==> src/rtl/rob_retire.sv <==
// rob_retire: in-order reorder buffer; one allocation, one completion and one retire per cycle.
// Define ROB_STATS_EN to build the free-running retired_count statistic.
module rob_retire #(
    parameter int DEPTH = 32,
    parameter int IDX_W = 5
) (
    input  logic             CLK,
    input  logic             RESET,
    input  logic             FLUSH,
    input  logic             STALL,
    input  logic             entry_allocate_ROB,
    input  logic [88:0]      entry_ROB,
    output logic [IDX_W-1:0] rob_tail_idx,
    output logic             rob_halt,
    input  logic             complete_valid,
    input  logic [IDX_W-1:0] complete_idx,
    output logic             retire_valid,
    output logic [31:0]      retire_instr,
    output logic [31:0]      retire_pc,
    output logic [5:0]       retire_map,
    output logic             retire_regwr,
    output logic             retire_st,
    output logic             rob_overflow,
    output logic [31:0]      retired_count
);

    localparam logic [IDX_W:0] FULL_CNT = (IDX_W+1)'(DEPTH);
    localparam logic [IDX_W:0] HALT_CNT = (IDX_W+1)'(DEPTH - 1);

    logic [88:0]      payload_q [DEPTH];
    logic [88:0]      payload_d [DEPTH];
    logic [DEPTH-1:0] valid_q, valid_d;
    logic [DEPTH-1:0] done_q, done_d;
    logic [IDX_W-1:0] head_q, head_d;
    logic [IDX_W-1:0] tail_q, tail_d;
    logic [IDX_W:0]   count_q, count_d;

    logic             retire_valid_q, retire_valid_d;
    logic [31:0]      retire_instr_q, retire_instr_d;
    logic [31:0]      retire_pc_q, retire_pc_d;
    logic [5:0]       retire_map_q, retire_map_d;
    logic             retire_regwr_q, retire_regwr_d;
    logic             retire_st_q, retire_st_d;
    logic             overflow_q, overflow_d;

    logic             alloc_ok;
    logic             do_retire;

    always_comb begin
        alloc_ok  = entry_allocate_ROB && (count_q < FULL_CNT);
        do_retire = (count_q != '0) && valid_q[head_q] && done_q[head_q] && !STALL && !FLUSH;
    end

    always_comb begin
        payload_d      = payload_q;
        valid_d        = valid_q;
        done_d         = done_q;
        head_d         = head_q;
        tail_d         = tail_q;
        count_d        = count_q;
        retire_valid_d = 1'b0;
        retire_instr_d = retire_instr_q;
        retire_pc_d    = retire_pc_q;
        retire_map_d   = retire_map_q;
        retire_regwr_d = retire_regwr_q;
        retire_st_d    = retire_st_q;
        overflow_d     = overflow_q;

        if (FLUSH) begin
            valid_d = '0;
            done_d  = '0;
            head_d  = '0;
            tail_d  = '0;
            count_d = '0;
        end else begin
            if (complete_valid && valid_q[complete_idx]) begin
                done_d[complete_idx] = 1'b1;
            end
            if (do_retire) begin
                valid_d[head_q] = 1'b0;
                done_d[head_q]  = 1'b0;
                head_d          = head_q + IDX_W'(1);
                retire_valid_d  = 1'b1;
                retire_instr_d  = payload_q[head_q][88:57];
                retire_pc_d     = payload_q[head_q][56:25];
                retire_map_d    = payload_q[head_q][17:12];
                retire_regwr_d  = payload_q[head_q][23] | payload_q[head_q][22];
                retire_st_d     = payload_q[head_q][21];
            end
            // Allocation is applied last so it wins over a completion aimed at the tail slot.
            if (alloc_ok) begin
                payload_d[tail_q] = entry_ROB;
                valid_d[tail_q]   = 1'b1;
                done_d[tail_q]    = 1'b0;
                tail_d            = tail_q + IDX_W'(1);
            end else if (entry_allocate_ROB) begin
                overflow_d = 1'b1;
            end
            case ({alloc_ok, do_retire})
                2'b10:   count_d = count_q + (IDX_W+1)'(1);
                2'b01:   count_d = count_q - (IDX_W+1)'(1);
                default: count_d = count_q;
            endcase
        end
    end

    always_ff @(posedge CLK) begin
        payload_q <= payload_d;
    end

    always_ff @(posedge CLK or negedge RESET) begin
        if (!RESET) begin
            valid_q        <= '0;
            done_q         <= '0;
            head_q         <= '0;
            tail_q         <= '0;
            count_q        <= '0;
            retire_valid_q <= 1'b0;
            retire_instr_q <= '0;
            retire_pc_q    <= '0;
            retire_map_q   <= '0;
            retire_regwr_q <= 1'b0;
            retire_st_q    <= 1'b0;
            overflow_q     <= 1'b0;
        end else begin
            valid_q        <= valid_d;
            done_q         <= done_d;
            head_q         <= head_d;
            tail_q         <= tail_d;
            count_q        <= count_d;
            retire_valid_q <= retire_valid_d;
            retire_instr_q <= retire_instr_d;
            retire_pc_q    <= retire_pc_d;
            retire_map_q   <= retire_map_d;
            retire_regwr_q <= retire_regwr_d;
            retire_st_q    <= retire_st_d;
            overflow_q     <= overflow_d;
        end
    end

`ifdef ROB_STATS_EN
    logic [31:0] retired_count_q, retired_count_d;

    always_comb begin
        retired_count_d = retired_count_q + (do_retire ? 32'd1 : 32'd0);
    end

    always_ff @(posedge CLK or negedge RESET) begin
        if (!RESET) begin
            retired_count_q <= '0;
        end else begin
            retired_count_q <= retired_count_d;
        end
    end

    assign retired_count = retired_count_q;
`else
    assign retired_count = '0;
`endif

    assign rob_tail_idx = tail_q;
    assign rob_halt     = (count_q >= HALT_CNT);
    assign retire_valid = retire_valid_q;
    assign retire_instr = retire_instr_q;
    assign retire_pc    = retire_pc_q;
    assign retire_map   = retire_map_q;
    assign retire_regwr = retire_regwr_q;
    assign retire_st    = retire_st_q;
    assign rob_overflow = overflow_q;

endmodule

==> config.mk <==
export PLATFORM = sky130hd
export DESIGN_NAME = rob_retire
export DESIGN_NICKNAME = d
export VERILOG_FILES = /design/src/rtl/rob_retire.sv
export SDC_FILE = /design/constraint.sdc
export NUM_CORES = 2
export LEC_CHECK = 0
export BUFFER_PORTS_ARGS = -buffer_cell sky130_fd_sc_hd__buf_2
export CORE_MARGIN = 2
export CORE_UTILIZATION = 35
export DETAILED_ROUTE_END_ITERATION = 10
export PLACE_DENSITY_LB_ADDON = 0.1
export SLEW_MARGIN = 10
export SYNTH_ARGS = -nofsm -noshare
export SYNTH_HDL_FRONTEND = slang
export SYNTH_SLANG_ARGS = --single-unit
==> constraint.sdc <==
create_clock -name CLK -period 7.95 [get_ports CLK]
set_input_delay 1.1925 -clock CLK [delete_from_list [all_inputs] [get_ports CLK]]
set_output_delay 1.1925 -clock CLK [all_outputs]
set_load 0.05 [all_outputs]
==> results.py <==
metrics = {
    "floorplanning": {
        "die_y_um": 525.2,
        "die_w_um": 525.2,
        "die-area_um2": 275800,
        "rows": 191,
        "start_util": 0.3514,
        "core_area_um2": 270500,
        "ios": 212,
    },
    "layout": {
        "drive_above_1_share": 0.2692,
        "layout_commonest_cell": "edfxtp_1",
        "regArea_um2": 74010,
        "fin_nets": 4740,
        "final_util": 0.4045,
        "fillerInstances": 24040,
        "mostFrequentLayoutCells": "edfxtp_1, mux4_2, clkbuf_16",
        "syn2layout_area_growth_pct": 15.12,
        "multi_input_area_um2": 20000,
    },
    "power_and_ir_drop": {
        "power.density_nw_per_um2": 248.7,
        "intPower_mw": 21.61,
        "vdd_drop_max_uv": 161.9,
        "swShare": 0.2058,
        "leakagePower_nw": 33.89,
        "finalPower_mw": 27.21,
        "power.share.clock": 0.455,
        "comb_power_share": 0.016,
        "p_sw_mw": 5.600,
        "seq_power_share": 0.529,
    },
    "clock_tree": {
        "ctsResizeCount": 0,
        "clockRootBuffer": "clkbuf_16",
        "postCtsHoldBufs": 0,
        "htree_levels": 5,
        "tritoncts": "built",
        "cts_buffer_depth": 4,
        "cts.sinks": 2490,
        "cts_setup_buffers": 0,
        "clk_latency_ns": 0.86,
        "numCtsBuffers": 287,
        "clkSlewWorstSetupHoldPaths_ns": 0.06,
    },
    "critical_path": {
        "path_max_fanout": 42,
        "cp_slowest_stage_delay_ns": 0.84,
        "arrival_ns": 5.96,
        "r2r-start": "head_q[1]",
        "crit_chain": "buf_4, mux2i_1, a22oi_1, o21ai_0, nor4_1, buf_4, nand3_1, nor3_1, ha_1, a21o_1, a21oi_1, o21bai_1, a21o_1, or4_1, o211ai_1",
        "cp-startpoint": "head_q[1]",
        "worstPathRequired_ns": 8.69,
        "rr_worst_depth": 15,
        "critPathKind": "reg2reg",
        "worstSetupStartpointType": "flip-flop",
        "cp_num_buf_inv": 2,
        "slowest_stage": "dfrtp_4",
        "cp_top_family": "simple AND/OR/NAND/NOR gates",
        "path_depth": 15,
        "critPathCaptureType": "flip-flop",
    },
    "sta": {
        "clock.fmax_ghz": 0.1917,
        "fin_crit_ns": 5.217,
        "setup_viol": 0,
        "rsz0062_at_grt": "false",
        "timing.final.crit_share": 0.6562,
        "fin_setup_tns_ns": 0,
        "slew_violations": 0,
        "slew_headroom": 0.08365,
        "tightest_slew_ns": 1.372,
        "hold_viol": 0,
        "fin_skew_ns": 0.05546,
        "finalWorstSetupSlack_ns": 2.733,
        "holdWs_ns": 0.3076,
    },
    "global_routing": {
        "grt-ovfl-total": 0,
        "grt_pass1_vias": 48000,
        "track_usage": 0.1947,
        "antenna_found_initial": 34,
        "grt_pass1_wl_mm": 380.5,
        "grt_max_degree": 136,
    },
    "yosys": {
        "syn_area_per_cell_um2": 22.04,
        "synth_top_area_frac": 0.7379,
        "yosys_warnings": 0,
        "syn_area_um2": 95060,
        "synth_area_leader_cell": "edfxtp_1",
        "synth_cell_types": 63,
        "ys.flop_type": "edfxtp_1",
        "ys_ff_latch": 2490,
        "async_flop_share": 0.06185,
        "synthTopCellsByArea": "edfxtp_1, mux4_2, dfrtp_1, a22oi_1, mux2_1",
        "netlist_instances": 4313,
        "synth_edf_count": 2336,
        "synth-seq-area-share": 0.7784,
    },
    "route": {
        "wl_mm": 272.7,
        "wire_per_inst_um": 32.36,
        "vias_per_cell": 5.521,
        "ant_nets": 0,
        "firstDrtPassIters": 5,
        "drcViolationCount": 0,
        "route.vias.total": 46540,
        "drt_iter0_drc": 4526,
    },
    "placement": {
        "place_ws_ns": 2.712,
        "dp_hpwl_mm": 135.1,
        "routabilityCongestion": 0.7382,
        "port_buffers": 163,
    },
    "job": {
        "maxCapViolCount": 0,
    },
    "hold_path": {
        "hold_class": "in2async",
    },
    "status": {
        "outcome": "finished clean",
    },
}
## power groups by stage
stage | logic [mW] | clock network [mW] | registers, mW
3_3_place_gp | 0.430 | 0 | 14.7
3_5_place_dp | 0.444 | 0 | 14.7
2_1_floorplan | 0.149 | 0 | 14.7
5_1_grt | 0.475 | 13.2 | 14.4
4_1_cts | 0.443 | 12.7 | 14.4
6_report | 0.432 | 12.4 | 14.4
## per-layer routing
metal  GRT usage  share of wire  up-vias
met2      0.3106           0.47     1412
met4     0.05442          0.027       16
met1      0.2759           0.44    25650
li1            -              -    19050
met3     0.03197          0.054      419
met5    0.001905        0.00054        -
## state kept, by name, indices dropped and copies added (netlist names), 5 cells and up
register,cells
retire_map,6
retire_pc,32
payload_q,2336
done_q,32
retire_instr,32
valid_q,32
head_q,5
rob_tail_idx,5
count_q,6
## area by class of cell
class / count / area share
clock buffer: 357 / 0.06954
multi-input combinational: 1550 / 0.1827
inverter: 9 / 0.0003087
timing repair buffer: 289 / 0.02008
sequential: 2490 / 0.6763
antenna: 7 / 0.0001601
tap: 3570 / 0.04082
clock inverter: 157 / 0.01010
## synth_stat cells (6+ instances only)
cell type,instances
edfxtp_1,2336
mux4_2,582
a22oi_1,288
dfrtp_1,154
clkbuf_1,138
nor2_1,99
buf_2,88
nand4_1,79
mux2_1,72
nand2_1,54
a21oi_1,53
buf_4,35
a31oi_1,34
o21ai_0,34
nor3_1,28
a2111oi_0,25
buf_1,24
mux2i_1,21
nand3_1,19
ha_1,12
buf_6,10
inv_1,9
a211oi_1,8
or3_1,8
nor3b_1,7
o22ai_1,7
and3b_1,6
nor2b_1,6
## logic make-up (layout without fill, tap and decap cells)
kind of cell | count (synthesis) | count (layout) | synth area share
AOI/OAI and AO/OA | 485 | 485 | 0.03650
xor gates and xnor gates | 6 | 6 | 0.0005529
adders and majority gates | 13 | 13 | 0.001790
buffers and inverters | 304 | 812 | 0.01533
DFF | 2490 | 2490 | 0.7784
muxes | 679 | 679 | 0.1491
other | 1 | 39 | 0.00003945
and+or+nand+nor | 335 | 335 | 0.01826
## through the flow
step	area, um2	std cells
2_1_floorplan	95180	4344
3_3_place_gp	100700	7907
3_5_place_dp	100700	7908
4_1_cts	109400	8422
5_1_grt	109400	8424
6_report	109400	8429
## final timing paths
kind,endpoint,slack [ns]
setup / recovery,count_q[5],2.73
hold / removal,rob_overflow,0.31
setup reg to reg,count_q[5],2.73
hold reg to reg,retire_instr[10],0.48
max in group asynchronous,retire_pc[15],6.47
min in group CLK,retire_instr[10],0.48
(Power assumes the default switching activity.)
